$ cat src/rtl/add_pkg.sv
// add_pkg: width helpers shared by the adder tree and its stages.
package add_pkg;
    function automatic int clog2(input int v);
        int r;
        r = 0;
        while ((1 << r) < v) r++;
        return r;
    endfunction
    function automatic int tree_w(input int iw, input int n);
        return iw + clog2(n);
    endfunction
    function automatic int acc_w(input int tw, input int acc_len);
        return tw + clog2(acc_len);
    endfunction
endpackage

$ cat src/rtl/add_stage.sv
// add_stage: one registered level of the adder tree, P pairwise sums with a travelling valid bit.
module add_stage #(
    parameter int P = 2,
    parameter int W = 16
) (
    input  logic                 clk,
    input  logic                 rst_n,
    input  logic                 clear,
    input  logic                 in_valid,
    input  logic [2*P*W-1:0]     din,
    output logic                 out_valid,
    output logic [P*(W+1)-1:0]   dout
);
    logic [P*(W+1)-1:0] sum;
    for (genvar i = 0; i < P; i++) begin : g_pair
        assign sum[i*(W+1) +: W+1] = {din[2*i*W+W-1], din[2*i*W +: W]}
                                   + {din[(2*i+2)*W-1], din[(2*i+1)*W +: W]};
    end
    always_ff @(posedge clk or negedge rst_n) begin
        if (!rst_n) begin
            out_valid <= 1'b0;
            dout      <= '0;
        end else if (clear) begin
            out_valid <= 1'b0;
        end else begin
            out_valid <= in_valid;
            if (in_valid) dout <= sum;
        end
    end
endmodule

$ cat src/rtl/add_tree_acc.sv
// add_tree_acc: pipelined signed adder tree over N channels with optional integrate-and-dump.
module add_tree_acc
    import add_pkg::*;
#(
    parameter int N       = 4,
    parameter int IW      = 16,
    parameter int ACC_LEN = 1,
    localparam int L      = clog2(N),
    localparam int TW     = tree_w(IW, N),
    localparam int OW     = acc_w(TW, ACC_LEN)
) (
    input  logic            clk,
    input  logic            rst_n,
    input  logic            clear,
    input  logic            in_valid,
    input  logic [N*IW-1:0] din,
    output logic            out_valid,
    output logic [OW-1:0]   dout
);
    localparam int CW = ACC_LEN > 1 ? clog2(ACC_LEN) : 1;

    if (N < 2 || (N & (N - 1)) != 0) begin : g_bad_n
        $error("add_tree_acc: N must be a power of two and at least 2");
    end
    if (ACC_LEN < 1) begin : g_bad_acc
        $error("add_tree_acc: ACC_LEN must be at least 1");
    end

    for (genvar s = 1; s <= L; s++) begin : g_stage
        localparam int P = N >> s;
        localparam int W = IW + s - 1;
        logic [2*P*W-1:0]   a;
        logic               va;
        logic [P*(W+1)-1:0] q;
        logic               v;
        if (s == 1) begin : g_first
            assign a  = din;
            assign va = in_valid;
        end else begin : g_next
            assign a  = g_stage[s-1].q;
            assign va = g_stage[s-1].v;
        end
        add_stage #(.P(P), .W(W)) u_stage (
            .clk(clk), .rst_n(rst_n), .clear(clear),
            .in_valid(va), .din(a), .out_valid(v), .dout(q)
        );
    end

    logic [TW-1:0]        tree_q;
    logic                 tree_v;
    logic [CW-1:0]        cnt;
    logic signed [OW-1:0] acc, ext, sum;
    logic                 last;

    assign tree_q = g_stage[L].q;
    assign tree_v = g_stage[L].v;
    assign ext    = OW'($signed(tree_q));
    assign sum    = (cnt == '0 ? '0 : acc) + ext;
    assign last   = cnt == CW'(ACC_LEN - 1);

    always_ff @(posedge clk or negedge rst_n) begin
        if (!rst_n) begin
            cnt       <= '0;
            acc       <= '0;
            dout      <= '0;
            out_valid <= 1'b0;
        end else if (clear) begin
            cnt       <= '0;
            acc       <= '0;
            dout      <= '0;
            out_valid <= 1'b0;
        end else begin
            out_valid <= tree_v && last;
            if (tree_v && last) begin
                dout <= sum;
                cnt  <= '0;
            end else if (tree_v) begin
                acc <= sum;
                cnt <= cnt + 1'b1;
            end
        end
    end
endmodule

$ cat config.mk
export PLATFORM = sky130hd
export DESIGN_NAME = add_tree_acc
export DESIGN_NICKNAME = d
export VERILOG_FILES = /design/src/rtl/add_pkg.sv /design/src/rtl/add_stage.sv /design/src/rtl/add_tree_acc.sv
export SDC_FILE = /design/constraint.sdc
export NUM_CORES = 1
export LEC_CHECK = 0
export CAP_MARGIN = 0
export CORE_MARGIN = 3
export CORE_UTILIZATION = 56
export DETAILED_ROUTE_END_ITERATION = 12
export GPL_TIMING_DRIVEN = 0
export PLACE_DENSITY_LB_ADDON = 0.08
export SLEW_MARGIN = 0
export SYNTH_ARGS = -nofsm -noshare
export SYNTH_HDL_FRONTEND = slang
export SYNTH_SLANG_ARGS = --single-unit
$ cat constraint.sdc
create_clock -name clk -period 4.5 [get_ports clk]
set_clock_uncertainty 0.2 [all_clocks]
set_input_delay 0.9 -clock clk [delete_from_list [all_inputs] [get_ports clk]]
set_output_delay 0.9 -clock clk [all_outputs]
set_load 0.03 [all_outputs]
==> flow_metrics.py, run 1 <==
metrics = {
    "logic_synthesis": {
        "seq_area_frac_synth": 0.3445,
        "synth-edff-count": 0,
        "async_reset_ff_frac": 1.000,
        "ys_warn_count": 0,
        "syn_avg_cell_area_sq_um": 8.562,
        "ys_ff_latch": 91,
        "ys_types": 62,
        "syn-instance-count": 772,
        "synth_area_sq_um": 6610,
        "syn_nets": 910,
        "synth-main-ff-cell": "dfrtp_1",
    },
    "layout": {
        "multiInputGateArea_sq_um": 4141,
        "design_area_sq_um": 7984,
        "regArea_sq_um": 2277,
        "drive_above_1_share": 0.02857,
        "fin_nets": 1008,
        "fill_cells": 948,
        "area_growth_pct": 20.78,
        "diodes": 0,
        "fin_util": 0.6962,
    },
    "grt": {
        "grt_pass1_vias": 6231,
        "grt_use_total": 0.2736,
        "grt_max_degree": 68,
        "antenna_found_initial": 0,
        "grt_pass1_wl_um": 29060,
        "grt-ovfl-total": 0,
    },
    "detailed_routing": {
        "via_per_inst": 6.120,
        "wirelength_um": 17260,
        "wire_per_inst_um": 16.95,
        "drt_iter0_markers": 435,
        "ant_nets": 0,
        "drtPass1Iterations": 5,
        "drc": 0,
        "vias": 6230,
    },
    "critical_path": {
        "cp-end-kind": "flop",
        "worstPathMaxFanout": 10,
        "critPathKind": "flop to flop",
        "cp_data_arrival_time_ps": 4200,
        "start_kind": "flop",
        "required_ps": 4520,
    },
    "die": {
        "initial_core_util": 0.5764,
        "die_w_um": 114.6,
        "pin_count": 87,
        "core_area_sq_um": 11470,
        "num_rows": 39,
        "die_area_sq_um": 13140,
        "fp.dieH_um": 114.6,
    },
    "clock_tree": {
        "cts-root-buf": "clkbuf_16",
        "tritoncts": "yes",
        "numCtsBuffers": 9,
        "cts_setup_buffers": 0,
        "clk_pin_slew_ps": 70,
        "hold_buffers": 0,
        "cts_sinks": 91,
        "htree_num_levels": 3,
        "cts_resized": 0,
        "insertion_delay_ps": 350,
        "clock_path_buffers": 2,
    },
    "power_and_ir_drop": {
        "p_int_mw": 1.886,
        "combPwrFrac": 0.384,
        "clockPowerShare": 0.262,
        "peakVddDrop_mv": 0.2455,
        "p_per_area_nw_per_um2": 376.1,
        "seqPwrFrac": 0.354,
        "leakage_nw": 3.605,
        "switching_share": 0.3719,
        "p_sw_mw": 1.117,
    },
    "flow_run": {
        "max_cap_violations": 0,
    },
    "timing": {
        "max_slew.worst_pin.slew_ps": 799.1,
        "fin_ws_ps": 319.7,
        "max_clock_freq_mhz": 239.2,
        "hold_viol_final": 0,
        "slew_headroom": 0.4659,
        "setup_viol": 0,
        "rsz0062_at_grt": "no",
        "period_share": 0.9290,
        "period_minus_slack_ps": 4180,
        "slew_violations": 0,
    },
    "min_path": {
        "hold_class": "input pin to async pin",
    },
    "status": {
        "outcome": "finished clean",
    },
    "placed_design": {
        "hpwl_um": 13610,
        "dpl-instance-area_sq_um": 7675,
        "port_buffers": 86,
        "pre_cts_ws_ps": 431.8,
        "place.gp.congestion": 0.8957,
    },
}
Yosys cell counts, types with 2 or more instances:
cell / instances / area share
clkinv_1: 2 / 0.0011
a32oi_1: 3 / 0.0040
nand3_1: 21 / 0.016
fa_1: 4 / 0.012
o211ai_1: 7 / 0.0079
xnor2_1: 21 / 0.028
o31ai_1: 8 / 0.0091
nor3_1: 15 / 0.011
nor2b_1: 7 / 0.0066
o21a_1: 6 / 0.0068
nor2_1: 45 / 0.026
nand2b_1: 10 / 0.0095
a22oi_1: 2 / 0.0023
clkbuf_1: 26 / 0.015
a21o_1: 27 / 0.031
a21oi_1: 65 / 0.049
inv_1: 18 / 0.010
dfrtp_1: 91 / 0.34
and2_1: 18 / 0.017
nand4b_1: 2 / 0.0027
buf_1: 5 / 0.0028
o21bai_1: 7 / 0.0079
ha_1: 66 / 0.12
nand2_1: 120 / 0.068
a2111oi_0: 3 / 0.0040
and3_1: 8 / 0.0076
xor2_1: 19 / 0.025
a31oi_1: 8 / 0.0076
or3_1: 3 / 0.0028
a311o_1: 2 / 0.0030
o21ai_1: 2 / 0.0015
a211oi_1: 19 / 0.022
nand4_1: 4 / 0.0038
o311ai_0: 4 / 0.0053
nor3b_1: 3 / 0.0034
or4_1: 8 / 0.0091
a221o_1: 2 / 0.0030
o21ai_0: 56 / 0.042
a2111o_1: 3 / 0.0051
or2_2: 2 / 0.0019
nand3b_1: 3 / 0.0034
nor4_1: 5 / 0.0047
a41oi_1: 3 / 0.0040
registers in the layout, indices dropped and copies added, names as in the netlist:
| name | flops |
|---|---|
| g_stage.u_stage.dout | 52 |
| g_stage.u_stage.out_valid | 2 |
| out_valid | 1 |
| cnt | 1 |
| dout | 18 |
| acc | 17 |
power groups by stage:
stage                     clock [mW]  sequential (mW)  combinational (mW)
after global placement             0             1.07                1.08
after global routing           0.835             1.08                1.28
after floorplan                    0             1.07               0.801
after detailed placement           0             1.08                1.13
final                          0.786             1.06                1.15
after CTS                      0.796             1.06                1.14
cells by family after synthesis:
kind of cell,synth area share
and+or+nand+nor,0.2006
adders and majority gates,0.1370
buffers and inverters,0.02896
DFF,0.3445
muxes,0.001514
AOI/OAI and AO/OA,0.2343
xor gates and xnor gates,0.05300
layout by cell type (no fill, tap or decap), drive strengths merged, types with 3 or more instances in the layout:
master,n
nor3,15
dfrtp,91
a211oi,19
a21oi,65
nand2,120
nand3,21
a21o,27
o21ai,58
nand2b,10
nor2,45
o31ai,8
o311ai,4
nor3b,3
clkdlybuf4s50,85
clkbuf,35
a41oi,4
buf,7
nor2b,7
inv,20
clkinv,5
nor4,5
o21bai,7
xor2,19
or4,8
a32oi,3
and3,8
fa,4
a31oi,8
a2111o,3
o21a,6
nand4,4
ha,66
or3,3
a2111oi,4
nand3b,3
and2,18
xnor2,21
o211ai,7
routing by layer:
| metal | vias to the layer above | wire length, um | global-route usage |
|---|---|---|---|
| met5 | - | 0 | 0 |
| met4 | 0 | 465 | 0.1013 |
| met3 | 36 | 867 | 0.03118 |
| met2 | 259 | 8849 | 0.4951 |
| met1 | 2913 | 7074 | 0.3327 |
| li1 | 3022 | - | - |
critical path, cell delays in order, from the launching register on:
cell	delay, ps
dfrtp_1	380
clkbuf_1	330
clkbuf_1	410
and2_1	200
ha_1	190
inv_1	70
fa_1	410
nor2b_1	160
o21a_1	150
o21ai_1	110
a311o_1	400
a2111oi_1	730
or4_1	240
nand3_1	80
per-stage QoR:
stage / cells / hold WS, ps / setup TNS, ps / power, mW
after floorplan: 772 / 249.8 / 0 / 1.869
after global placement: 1001 / 267.1 / -77750 / 2.154
after detailed placement: 1002 / 276.4 / 0 / 2.207
after CTS: 1018 / 258.5 / 0 / 3.001
after global routing: 1018 / 275.9 / 0 / 3.203
final: 1018 / 256.8 / 0 / 3.002
area by class of cell:
cell class,instances,area share
multi-input combinational,630,0.5187
buffer,31,0.01457
inverter,20,0.009403
sequential,91,0.2852
tap,143,0.02241
clock inverter,7,0.01050
clock buffer,9,0.02821
timing repair buffer,87,0.1110
path summary, 6_finish.rpt:
kind / start / end / slack, ps / depth (start not counted)
min reg2reg: g_stage[2].u_stage.dout[12]$_DFFE_PN0P_ / g_stage[2].u_stage.dout[12]$_DFFE_PN0P_ / 290 / 2
min: rst_n / dout[2]$_DFFE_PN0P_ / 260 / 1
min in group clk: g_stage[2].u_stage.dout[12]$_DFFE_PN0P_ / g_stage[2].u_stage.dout[12]$_DFFE_PN0P_ / 290 / 2
max in group asynchronous: rst_n / g_stage[1].u_stage.dout[13]$_DFFE_PN0P_ / 3200 / 2
max reg2reg: cnt$_DFFE_PN0P_ / acc[16]$_DFFE_PN0P_ / 320 / 13
max: cnt$_DFFE_PN0P_ / acc[16]$_DFFE_PN0P_ / 320 / 13
No activity file was read; power rests on OpenSTA's default activity.
==> run 2, diff against run 1 <==
--- a/config.mk
+++ b/config.mk
@@ -5,9 +5,10 @@
 export SDC_FILE = /design/constraint.sdc
 export NUM_CORES = 1
 export LEC_CHECK = 0
-export CAP_MARGIN = 0
+export ABC_AREA = 1
+export CAP_MARGIN = 20
 export CORE_MARGIN = 3
-export CORE_UTILIZATION = 56
+export CORE_UTILIZATION = 57
 export DETAILED_ROUTE_END_ITERATION = 12
 export GPL_TIMING_DRIVEN = 0
 export PLACE_DENSITY_LB_ADDON = 0.08
==> run 2 against run 1 <==
Worst setup slack gained 1200 ps. Power grew 8.3%. Sequential power grew 8%. Clock power shrank 2%. Combinational power grew 16%.
==> flow_metrics.py, run 2 <==
metrics = {
    "layout": {
        "fin_nets": 1247,
        "fin_util": 0.7006,
        "top_regs": "g_stage.u_stage.dout: 52 flops, acc: 18 flops, dout: 18 flops",
        "largest_register": "g_stage.u_stage.dout",
        "largest_reg_flops": 52,
        "drive_above_1_share": 0.06014,
        "fill_cells": 1081,
        "design_area_sq_um": 8486,
        "diodes": 0,
        "most-common-layout-cells": "nand2_1 (366), inv_1 (108), dfrtp_1 (92)",
        "area_growth_pct": 19.55,
        "finalNonFillerCells": 1282,
        "mostFrequentLayoutCell": "nand2_1",
    },
    "detailed_routing": {
        "via_per_inst": 5.261,
        "drtPass1Iterations": 5,
        "vias": 6745,
        "drt_iter0_markers": 384,
        "wirelength_um": 16660,
        "drc": 0,
        "ant_nets": 0,
        "wire_per_inst_um": 12.99,
    },
    "critical_path": {
        "start_kind": "flop",
        "cp_data_arrival_time_ps": 3020,
        "worstPathMaxFanout": 10,
        "cp_common_cell": "nand2_1",
        "cp-end-kind": "flop",
        "crit_path_start": "cnt$_DFFE_PN0P_",
        "r2r-start": "cnt$_DFFE_PN0P_",
        "required_ps": 4540,
        "critPathKind": "flop to flop",
        "cpPeakStageDelay_ps": 420,
        "slowest_stage": "clkbuf_1",
        "cp_cell_sequence": "buf_4 > clkbuf_1 > nand2_1 > inv_1 > ha_1 > inv_1 > fa_1 > o21ai_2 > nand2_1 > nand2_2 > nand2_1 > nand2_1 > nand2_1 > nand4_1 > nand2_1",
    },
    "grt": {
        "top_usage_layer": "met2",
        "grt_pass1_wl_um": 28410,
        "grt_use_met1": 0.2909,
        "grt_pass1_vias": 6428,
        "grt.met2_usage": 0.4306,
        "grt-ovfl-total": 0,
        "grt_use_total": 0.2442,
        "grtUsageMet3": 0.03988,
        "antenna_found_initial": 0,
        "grt_max_degree": 57,
    },
    "logic_synthesis": {
        "syn_avg_cell_area_sq_um": 7.014,
        "ys_types": 41,
        "synth-edff-count": 0,
        "yosys.cell_count.top_type": "nand2_1",
        "syn_nets": 1150,
        "ys_warn_count": 0,
        "synth-main-ff-cell": "dfrtp_1",
        "seq_area_frac_synth": 0.3243,
        "yosys-top-cells-area": "dfrtp_1 (32%), nand2_1 (19%), ha_1 (12%), inv_1 (5.7%), nand3_1 (4.9%)",
        "synth_area_leader_cell": "dfrtp_1",
        "netlist_top_cells_count": "nand2_1 (366), inv_1 (108), dfrtp_1 (92)",
        "syn-instance-count": 1012,
        "async_reset_ff_frac": 1.000,
        "synth_area_sq_um": 7098,
        "yosysTopAreaCellShare": 0.3243,
        "ys_ff_latch": 92,
    },
    "min_path": {
        "hp-start": "dout[10]$_DFFE_PN0P_",
        "hold_class": "flop to flop",
    },
    "die": {
        "pin_count": 87,
        "die_area_sq_um": 13830,
        "initial_core_util": 0.5861,
        "core_area_sq_um": 12110,
        "fp.dieH_um": 117.6,
        "num_rows": 40,
        "die_w_um": 117.6,
    },
    "power_and_ir_drop": {
        "combPwrFrac": 0.410,
        "p_int_mw": 2.009,
        "clockPowerShare": 0.236,
        "p_per_area_nw_per_um2": 383.2,
        "peakVddDrop_mv": 0.2181,
        "seqPwrFrac": 0.354,
        "leakage_nw": 4.568,
        "switching_share": 0.3821,
        "p_sw_mw": 1.242,
    },
    "timing": {
        "slew_violations": 0,
        "period_minus_slack_ps": 2976,
        "max_slew.worst_pin.slew_ps": 523.1,
        "finalSetupTns_ps": 0,
        "hold_viol_final": 0,
        "slew_headroom": 0.6513,
        "rsz0062_at_grt": "no",
        "fin_ws_ps": 1524,
        "setup_viol": 0,
        "period_share": 0.6614,
        "max_clock_freq_mhz": 336.0,
    },
    "clock_tree": {
        "cts_setup_buffers": 0,
        "htree_num_levels": 3,
        "insertion_delay_ps": 350,
        "clock_path_buffers": 2,
        "tritoncts": "yes",
        "numCtsBuffers": 9,
        "cts-root-buf": "clkbuf_16",
        "hold_buffers": 0,
        "clk_pin_slew_ps": 60,
        "cts_resized": 0,
        "cts_sinks": 92,
    },
    "status": {
        "outcome": "finished clean",
    },
    "placed_design": {
        "pre_cts_ws_ps": 1332,
        "dp_cells": 1266,
        "port_buffers": 85,
        "dpl-instance-area_sq_um": 8184,
        "place.gp.congestion": 0.8997,
        "hpwl_um": 13480,
    },
    "flow_run": {
        "max_cap_violations": 0,
    },
}
[run 2: changes by cell type in the layout (fill, tap and decap cells not counted), sizes merged, moves of 15 or more]
cell,previous run,this run
nand2,120,377
inv,20,112
a211oi,19,0
a21o,27,6
and2,18,0
nand4,4,22
nor2,45,60
nand3,21,77
clkbuf,35,15
[run 2: path summary, 6_finish.rpt]
kind / to / slack (ps) / cells after the start
min in group asynchronous: dout[2]$_DFFE_PN0P_ / 310 / 1
min: dout[10]$_DFFE_PN0P_ / 280 / 2
max in group asynchronous: g_stage[1].u_stage.dout[15]$_DFFE_PN0P_ / 3170 / 2
max reg2reg: dout[16]$_DFFE_PN0P_ / 1520 / 15
max: dout[16]$_DFFE_PN0P_ / 1520 / 15
min reg2reg: dout[10]$_DFFE_PN0P_ / 280 / 2
[run 2: stage by stage]
step | total power [mW] | hold slack (ps)
4_1_cts | 3.257 | 282.0
6_report | 3.251 | 276.4
3_3_place_gp | 2.454 | 262.6
3_5_place_dp | 2.481 | 265.7
5_1_grt | 3.505 | 300.2
2_1_floorplan | 2.096 | 247.2
[run 2: power by group through the flow]
stage | registers (mW) | logic (mW) | clock network, mW
after floorplan | 1.20 | 0.896 | 0
final | 1.15 | 1.33 | 0.769
after CTS | 1.15 | 1.33 | 0.772
after global placement | 1.15 | 1.30 | 0
after detailed placement | 1.16 | 1.32 | 0
after global routing | 1.18 | 1.51 | 0.819
[run 2: kinds of logic (layout without fill, tap and decap cells)]
family                   count (synthesis)  in the layout  share of synthesized area
buffers and inverters                  129            231                    0.07368
adder cells (fa/ha/maj)                 70             70                     0.1276
flip-flops                              92             92                     0.3243
AO/OA/AOI/OAI                          143            143                     0.1163
XOR/XNOR                                19             19                    0.02344
AND/OR/NAND/NOR                        559            559                     0.3346
[run 2: worst max-delay path: cells and delay by family (launching register included)]
kind	cells	cell delay, ps
adders and majority gates	2	660
buffers and inverters	4	760
DFF	1	350
AOI/OAI and AO/OA	1	230
and+or+nand+nor	8	660
[run 2: final cells by class]
class	count	area, sq um	share of cell area
flip-flops and latches	92	2302	0.2713
clock inverters	5	58.81	0.006930
well taps	168	210.2	0.02477
repair buffers	86	875.8	0.1032
inverters	111	419.2	0.04940
multi-input cells	791	4273	0.5035
clock buffers	11	242.7	0.02861
plain buffers	18	103.9	0.01224
[run 2: per-layer routing]
layer / share of wire / up-vias
met1: 0.43 / 3012
met2: 0.48 / 185
li1: - / 3499
met3: 0.041 / 49
met5: 0 / -
met4: 0.044 / 0
